## src/rtl/dma_priority_arbiter.sv

```systemverilog
// Priority resolver and HRQ/HLDA bus-request sequencer for a 4-channel 8237A-style DMA controller.
// Picks one channel per bus tenure (fixed or rotating priority) and holds the grant until service completes.
module dma_priority_arbiter (
    input  logic       CLK,
    input  logic       RESET,
    input  logic [7:0] commandReg,
    input  logic [7:0] requestReg,
    input  logic [7:0] maskReg,
    input  logic [3:0] DREQ,
    input  logic       HLDA,
    input  logic       svcDone,
    output logic       HRQ,
    output logic [3:0] DACK,
    output logic       grantValid,
    output logic [1:0] grantCh,
    output logic [3:0] reqPending
);

    typedef enum logic [1:0] {
        IDLE    = 2'd0,
        REQ     = 2'd1,
        GRANT   = 2'd2,
        RELEASE = 2'd3
    } state_t;

    state_t     state;
    state_t     state_next;
    logic [3:0] dreq_q;
    logic [3:0] eff;
    logic [3:0] dack;
    logic [1:0] last_ch;
    logic [1:0] base;
    logic [1:0] idx;
    logic [1:0] winner;
    logic       found;
    logic       hrq_next;
    logic       valid_next;
    logic       unused_bits;

    assign unused_bits = ^{commandReg[5], commandReg[3], commandReg[1:0],
                           requestReg[7:4], maskReg[7:4]};

    always_ff @(posedge CLK or posedge RESET) begin
        if (RESET) begin
            dreq_q <= 4'h0;
        end else begin
            dreq_q <= DREQ;
        end
    end

    // Software requests bypass the mask; hardware requests are polarity-corrected first.
    assign eff        = ((dreq_q ^ {4{commandReg[6]}}) & ~maskReg[3:0]) | requestReg[3:0];
    assign reqPending = eff;

    // Scan upward from the highest-priority channel; rotating mode starts after the last serviced one.
    always_comb begin
        base   = commandReg[4] ? (last_ch + 2'd1) : 2'd0;
        idx    = 2'd0;
        winner = 2'd0;
        found  = 1'b0;
        for (int i = 0; i < 4; i++) begin
            idx = base + 2'(i);
            if (!found && eff[idx]) begin
                winner = idx;
                found  = 1'b1;
            end
        end
    end

    always_comb begin
        state_next = state;
        case (state)
            IDLE: begin
                if ((eff != 4'h0) && !commandReg[2]) begin
                    state_next = REQ;
                end
            end
            REQ: begin
                if (HLDA) begin
                    state_next = found ? GRANT : RELEASE;
                end
            end
            GRANT: begin
                if (svcDone) begin
                    state_next = RELEASE;
                end
            end
            RELEASE: begin
                if (!HLDA) begin
                    state_next = IDLE;
                end
            end
            default: state_next = IDLE;
        endcase
        hrq_next   = (state_next == REQ) || (state_next == GRANT);
        valid_next = (state_next == GRANT);
    end

    always_ff @(posedge CLK or posedge RESET) begin
        if (RESET) begin
            state      <= IDLE;
            HRQ        <= 1'b0;
            grantValid <= 1'b0;
            grantCh    <= 2'd0;
            last_ch    <= 2'd3;
        end else begin
            state      <= state_next;
            HRQ        <= hrq_next;
            grantValid <= valid_next;
            if ((state == REQ) && HLDA && found) begin
                grantCh <= winner;
            end
            if ((state == GRANT) && svcDone) begin
                last_ch <= grantCh;
            end
        end
    end

    assign dack = grantValid ? (4'b0001 << grantCh) : 4'b0000;
    assign DACK = commandReg[7] ? dack : ~dack;

endmodule
```

## config.mk

```make
export PLATFORM = sky130hd
export DESIGN_NAME = dma_priority_arbiter
export DESIGN_NICKNAME = d
export VERILOG_FILES = /design/src/rtl/dma_priority_arbiter.sv
export SDC_FILE = /design/constraint.sdc
export NUM_CORES = 1
export LEC_CHECK = 0
export ABC_AREA = 0
export ABC_CLOCK_PERIOD_IN_PS = 2500
export CELL_PAD_IN_SITES_DETAIL_PLACEMENT = 0
export CELL_PAD_IN_SITES_GLOBAL_PLACEMENT = 1
export CORE_UTILIZATION = 25
export DETAILED_ROUTE_END_ITERATION = 8
export PLACE_DENSITY = 0.78
export SLEW_MARGIN = 20
export SYNTH_ARGS = -nofsm -noshare
export SYNTH_HDL_FRONTEND = slang
export SYNTH_SLANG_ARGS = --single-unit
```

## constraint.sdc

```tcl
create_clock -name CLK -period 2.5 [get_ports CLK]
set_input_delay 0.5 -clock CLK [delete_from_list [all_inputs] [get_ports CLK]]
set_output_delay 0.5 -clock CLK [all_outputs]
set_load 0.02 [all_outputs]
```

==> run summary, run 1 <==
The flow ran to the end, and the final reports show no timing, DRC or antenna violations. The logs give 1 for the H-tree depth reported by CTS and -0.121 ns for the worst setup slack after placement. The tools report the number of filler cells placed in the layout as 294. Number of rows created at floorplan: 19. Final cycle utilization of the critical path: 0.939. Yosys printed 0 warnings. The worst reg2reg path startpoint is dreq_q[0].

In this run the count of I/O pins placed on the die edge is 44. The synthesis-to-layout area growth came out at 56.9%. The number of buffers between clock root and the deepest sink came out at 2.

The tools report the data required time at the worst endpoint as 2.00 ns. The total power consumption of the routed design is 0.984 mW. The mapped netlist covers 734 um^2. The global-route wire length before repair was 2760 um; the mean routed wirelength per cell was 10.4 um. Hold violation count in the final report: 0. The routability congestion estimate from global placement is 0.760. The root buffer cell chosen for the clock tree is clkbuf_4. Synthesis produced a netlist with a net count of 112. The run gives 1.85 ns as the data arrival time of the critical path.

Endpoint class of the critical path: an output port. The routed design has 1550 um of wire. Derived from the worst setup path, the maximum achievable clock frequency is 426 MHz. Setup slack closes at 0.153 ns. Clock network fraction of total power: 0.159. In this run the worst hold path is classified as in2async.

The number of different library cells used by synthesis comes to 31. The final layout contains 152 nets. The setup check on the worst reg-to-reg path leaves a slack of 0.68 ns.

After technology mapping, the gate count stands at 79. The actual slew at the worst max-slew pin works out to 0.444 ns. Of all nets on the critical path, the largest fanout is 4. Once detail routing completed, the nets flagged for antenna violations numbered 0. In this run, post-CTS hold repair placed 0 buffers. Switching power share of the total: 0.379. Max-cap check violation count: 0. The number of pins exceeding their max-slew limit in the final report came out at 0. The average instance in the mapped netlist occupies 9.30 um^2. For the finished layout, the period the worst path requires is 2.35 ns. The logs give 3160 um^2 for the total die area and 13 for the pin count of the biggest net entering global routing.

For this run, design rule violations remaining after detail routing come to 0. The worst register-to-register path ends at HRQ. Summed over all failing endpoints, the final setup total negative slack is 0 ns. The tools report the initial antenna violation count as 0. The first-iteration detailed-routing DRC count was 14.

In this run the power spent charging and discharging nets is 0.373 mW. The total overflow left after global routing is 0. Detailed routing inserted a total of 692 vias. The share of the core filled with cells was 0.414. The most critical setup path has its endpoint at DACK[3]. At the later pin of the worst-skew pair, clock insertion delay measures 0.28 ns. Once the clock tree was built, the setup fixing pass inserted 0 buffers.

The vertical extent of the die is 56.2 um, and the total global routing track utilization is 0.113. Setup repair after global routing left no endpoint under its margin. Dividing the detail-routed via count by the number of cells gives 4.64.

After legalization and detailed placement, the total HPWL measured 1250 um. The tools report the antenna diode count as 0. The clock net in this run drives a total of 12 sinks.

The worst-case reg-to-reg path depth is 7. The run gives 0.412 as the sequential-to-total area share from yosys stat. The register share of total power is 0.373, and the number of setup violations in the final report is 0. First-pass detailed-route iteration total: 4. For this design the static power due to leakage is 0.496 nW.

For the final database, setup skew stands at 0.00309 ns. Port buffering added 31 buffers. The worst setup path startpoint is commandReg[7]. Power density of the placed cells: 854 nW/um^2. The tools report the via count of the first global-routing pass as 692.

For the share of power burned in combinational logic, the log shows 0.468. The run gives 0.264 as the effective utilization at floorplan. In this run, CTS created clock tree buffers numbering 3. The synthesized design contains 12 register bits. Share of post-route cells with drive strength above 1: 0.169. TritonCTS built the clock tree. The clock transition at the registers of the reported paths is 0.08 ns, and the maximum VDD drop is 483 uV.

By startpoint and endpoint, the worst setup path is classified as in2out. The tightest slew margin relative to the limit came out at 0.703. The nature of the critical path startpoint was an input pin.

The internal power of the cells is 0.611 mW. The total area inside the core boundary comes to 2780 um^2. The run gives 5 as the post-cts sizing count. The die is 56.2 um wide.
[cell usage in the layout (no fill, tap or decap)]
| master | n |
|---|---|
| xnor2_1 | 2 |
| a41oi_1 | 1 |
| dfrtp_1 | 10 |
| or2_2 | 1 |
| dfstp_2 | 2 |
| clkbuf_8 | 1 |
| a2111o_1 | 1 |
| a2bb2oi_1 | 1 |
| a31oi_1 | 1 |
| nand2b_1 | 2 |
| nand3b_1 | 1 |
| o31ai_1 | 1 |
| ha_1 | 1 |
| o32ai_1 | 1 |
| nand2_1 | 8 |
| clkdlybuf4s50_1 | 27 |
| o211ai_1 | 1 |
| a21oi_1 | 2 |
| nand4_1 | 1 |
| mux2_2 | 3 |
| clkbuf_4 | 3 |
| xor2_1 | 6 |
| o21ai_0 | 3 |
| buf_4 | 5 |
| mux2i_1 | 2 |
| and4_4 | 1 |
| inv_1 | 12 |
| o31a_1 | 1 |
| nor3b_1 | 1 |
| or3_1 | 1 |
| nand3_1 | 2 |
| nor2_1 | 4 |
| a21oi_2 | 4 |
| o32a_1 | 1 |
| dlygate4sd2_1 | 4 |
[registers in the layout, indices dropped and copies added (netlist names)]
signal / flops
HRQ: 1
state: 2
dreq_q: 4
last_ch: 2
grantCh: 2
grantValid: 1
[cell usage after synthesis, drive strengths merged]
cell type / n / area share
nand3b: 1 / 0.010
or2: 1 / 0.0085
o21ai: 3 / 0.020
nand3: 2 / 0.014
a2111o: 1 / 0.015
nor2: 4 / 0.020
or3: 1 / 0.0085
and4: 1 / 0.015
mux2i: 2 / 0.027
a21oi: 6 / 0.056
nand2b: 2 / 0.017
nand2: 8 / 0.041
a41oi: 1 / 0.012
inv: 12 / 0.061
xnor2: 2 / 0.024
dfstp: 2 / 0.072
ha: 1 / 0.017
dfrtp: 10 / 0.34
clkbuf: 1 / 0.0051
o31a: 1 / 0.012
mux2: 3 / 0.046
a31oi: 1 / 0.0085
o32ai: 1 / 0.012
nor3b: 1 / 0.010
xor2: 6 / 0.072
o31ai: 1 / 0.010
o32a: 1 / 0.014
o211ai: 1 / 0.010
a2bb2oi: 1 / 0.012
nand4: 1 / 0.0085
[kinds of logic (layout without fill, tap and decap cells)]
family,Yosys count,after routing,share of synthesized area
and+or+nand+nor,22,22,0.153
AOI/OAI and AO/OA,18,18,0.182
buffers and inverters,13,52,0.0664
DFF,12,12,0.412
xor gates and xnor gates,8,8,0.0954
muxes,5,5,0.0733
adders and majority gates,1,1,0.0170
[area by class of cell]
class	instances	area, um^2	area share
clock buffer	4	36.3	0.0315
inverter	12	45.0	0.0391
multi-input combinational	54	387	0.336
sequential	12	303	0.263
tap	31	38.8	0.0337
timing repair buffer	36	343	0.298
[worst max-delay path, cell delays in order]
cell and delay [ns]:
clkdlybuf4s50_1 0.58, xor2_1 0.16, clkdlybuf4s50_1 0.61
[metrics by stage]
step	std cells	area [um^2]	hold slack (ns)
2_1_floorplan	79	734	0.363
3_3_place_gp	145	1120	0.561
3_5_place_dp	145	1120	0.566
4_1_cts	149	1150	0.525
5_1_grt	149	1150	0.535
6_report	149	1150	0.515
[power groups by stage]
stage          Sequential, mW  Clock, mW  Combinational, mW
2_1_floorplan           0.372          0              0.267
3_3_place_gp            0.367          0              0.459
5_1_grt                 0.386      0.176              0.502
6_report                0.367      0.156              0.460
4_1_cts                 0.368      0.165              0.463
3_5_place_dp            0.372          0              0.461
[worst min-delay path by stage]
| stage | end | slack (ns) | cells past startpoint |
|---|---|---|---|
| global placement | state[0] | 0.56 | 1 |
| CTS | dreq_q[1] | 0.52 | 2 |
| detailed placement | state[0] | 0.57 | 1 |
| global route | dreq_q[3] | 0.54 | 2 |
| finish | dreq_q[1] | 0.51 | 2 |
| floorplan | HRQ | 0.36 | 1 |
[layer usage]
layer  part of all wire  track usage
met5                  0            0
met1               0.45        0.132
met4              0.022       0.0627
met3              0.064       0.0302
met2               0.46        0.185
(Power assumes the default switching activity.)
==> inputs of run 2 (changes only) <==
ABC_AREA = 1   (was 0)
CORE_UTILIZATION = 27   (was 25)
PLACE_DENSITY = 0.8   (was 0.78)
==> run 2 against run 1 <==
  * Global-route usage grew 2.2 points
  * Worst setup slack got worse by 0.061 ns
  * Flip-flop and latch count unchanged
  * Clock power down 24%
  * Utilization up 0.97 points
  * Sequential power shrank 7.9%
  * Design area rose by 15%
  * Via count rose by 33%
  * Count of clock-buffer cells in the layout did not move
  * Register-to-register slack improved by 0.17 ns
  * Synthesized cell count increased by 66%
  * Non-clock buffer count shrank 2
==> run summary, run 2 <==
The tools report the pin count of the biggest net entering global routing as 13. In this run the worst setup path begins at commandReg[7]. Total die area: 3620 um^2.

The run gives 0.00557 ns as the worst-case clock skew. inv_1 is the most common cell in the netlist. The final cycle utilization of the critical path came out at 0.963. After layout, the minimum clock period comes to 2.41 ns. The analysis attributes to cell leakage a power of 0.671 nW. The async set-or-reset flop fraction in the synthesized netlist came out at 1.00.

The tools report the number of rows created at floorplan as 20. Counting flops per register, the top entry is dreq_q. The power density of the placed cells was 768 nW/um^2. The cell count after synthesis is 131. In this run, CTS created clock tree buffers numbering 3. The final route contains 923 vias. The tools report the number of pins exceeding their max-slew limit in the final report as 0. By area, the combinational part of the netlist is dominated by simple AND/OR/NAND/NOR gates. In the synthesized netlist, the cells that appear most often are inv_1 (27), nand2_1 (25), nand3_1 (22), dfrtp_1 (10), nand3_2 (8). Clock-pin slew was measured on the worst setup and hold paths at 0.07 ns.

For this design, the CTS-stage hold fixing added 0 buffers. The net count of the mapped netlist is 164, and the synthesis-to-layout area growth is 45.2%. The worst setup path is captured at an output port. TritonCTS built the clock tree. For this run, the number of Yosys warnings is 0. The routability congestion estimate from global placement is 0.750. STA puts the critical path data required time at 2.00 ns. The effective utilization at floorplan is 0.292.

Post-synthesis share of cell area spent on xor and xnor gates: 0.0384. The share of post-route cells with drive strength above 1 is 0.166, and the remaining antenna violation count after routing is 0. Summed over all nets, the half-perimeter wirelength after detailed placement is 1810 um.

The run gives 0 as the hold violation count in the final report. Antenna diode count: 0. The number of top-level pins was 44; the final routed wirelength across all metal layers was 2100 um.

Top fanout value on the critical path: 4. Setup repair after global routing left no endpoint under its margin. The class of the most critical setup path was in2out. The mean routed wirelength per cell is 9.86 um, and the maximum operating frequency is 415 MHz. The top cell types in the final layout, fill and taps aside, are inv_1 (27), clkdlybuf4s50_1 (27), nand2_1 (25).

The H-tree depth reported by CTS was 1; the number of port buffers was 31. The simple-gate area share of the yosys netlist was 0.412; the post-cts sizing count was 3. Initial antenna violation count: 0. Sorting the synthesized cells by area gives the leading types as dfrtp_1 (27%), nand3_1 (12%), inv_1 (11%). The area of the core region came out at 3130 um^2. The average vias per placed instance came out at 4.33.

The number of flip-flops and latches in the synthesized netlist was 12; the actual slew at the worst max-slew pin was 0.431 ns. Mux cell area share after synthesis: 0. The finished cells cover 1330 um^2. The run finished with clean final reports. The net count of the finished layout is 203. The first-pass detailed-route iteration total was 4.

The run gives 0 as the max-cap check violation count. The via count of the first global-routing pass was 917; the sequential-to-total area share from yosys stat was 0.332. The first global-routing pass estimated 3690 um of wire. The flip-flop count of the largest register, all copies and words added works out to 4. The maximum VDD drop is 405 uV, and the portion of synthesized cell area occupied by the leading cell type is 0.274. The first routing iteration left 30 violations. The vertical extent of the die was 60.2 um. Setup violations remaining at the end of the flow were counted as 0.

In the synthesized netlist the dominant register cell turns out to be dfrtp_1. The tree is rooted in a clkbuf_4. The worst-case reg-to-reg path depth is 12.

Final hold analysis gives a worst-case slack of 0.516 ns. Compound-cell area share of the yosys netlist: 0.0767. The class of the most critical hold timing path was in2async. Nature of the critical path startpoint: an input pin. Counting flops with a built-in enable in the synthesized netlist gives 0. Excluding fillers, the count of instances in the completed layout stands at 213. The tools report the total global routing overflow as 0. Data arrives at the worst endpoint at 1.91 ns.

The number of buffers between clock root and the deepest sink was 2. Summing all placed instances gives a cell area of 1300 um^2. The run gives 0 as the post-CTS setup buffer count. The netlist uses 20 different library cells.

The arithmetic-cell share of the synthesized area counting full adders, half adders and majority gates came out at 0.0137. For this run, design rule violations remaining after detail routing come to 0. In this run, placement finished with an instance count of 209.

The tree built by TritonCTS fans out to 12 sinks. The total global routing track utilization is 0.135. The logs give 0.713 for the tightest slew margin relative to the limit and 0.27 ns for the later-pin clock latency in the skew report. The cell taking the most area after synthesis was dfrtp_1. The mapped netlist covers 913 um^2.

After synthesis, the mean cell area works out to 6.97 um^2. The startpoint identified for the worst register-to-register timing path is dreq_q[2]. The floorplan step set the die width to 60.2 um.
[run 2: kinds of logic (layout without fill, tap and decap cells)]
family	after synthesis	after routing
AOI/OAI and AO/OA	12	12
xor gates and xnor gates	4	4
adders and majority gates	1	1
buffers and inverters	31	69
DFF	12	12
and+or+nand+nor	71	71
[run 2: worst paths after layout]
check / slack [ns] / to
worst min-delay path: 0.52 / dreq_q[3]
min in group CLK: 0.52 / last_ch[1]
max in group asynchronous: 1.64 / last_ch[1]
worst min register to register: 0.52 / last_ch[1]
worst max-delay path: 0.09 / DACK[1]
worst max register to register: 0.85 / HRQ
[run 2: area by class of cell]
class / count / area (um^2)
clock buffer: 4 / 26.3
timing repair buffer: 34 / 332
tap: 44 / 55.1
inverter: 31 / 116
fill: 350 / 1800
sequential: 12 / 303
multi-input combinational: 88 / 494
[run 2: power breakdown]
group | total, mW | switching [mW] | leakage [nW] | internal, mW
combinational | 0.561 | 0.319 | 0.514 | 0.242
clock | 0.119 | 0.0571 | 0.0150 | 0.0618
sequential | 0.338 | 0.0686 | 0.142 | 0.270
[run 2: critical path: stages]
cell and delay (ns):
clkdlybuf4s50_1 0.59, xor2_1 0.20, clkdlybuf4s50_1 0.62
[run 2: routing by layer]
metal  vias to the layer above  part of all wire  track usage  wire length [um]
met4                         0             0.020       0.0598                41
li1                        491                 -            -                 -
met1                       412              0.46        0.170               976
met3                         5             0.034       0.0152                71
met5                         -                 0            0                 0
met2                        15              0.48        0.228              1010
[run 2: per-stage QoR]
stage | util | power [mW] | TNS (ns) | worst slack [ns]
after detailed placement | 0.416 | 0.910 | -0.0270 | -0.0103
final | 0.424 | 1.02 | 0 | 0.0922
after CTS | 0.423 | 1.03 | 0 | 0.00443
after global routing | 0.424 | 1.12 | 0 | 0.0438
after global placement | 0.416 | 0.896 | 0 | 0.00440
after floorplan | - | 0.700 | 0 | 0.750
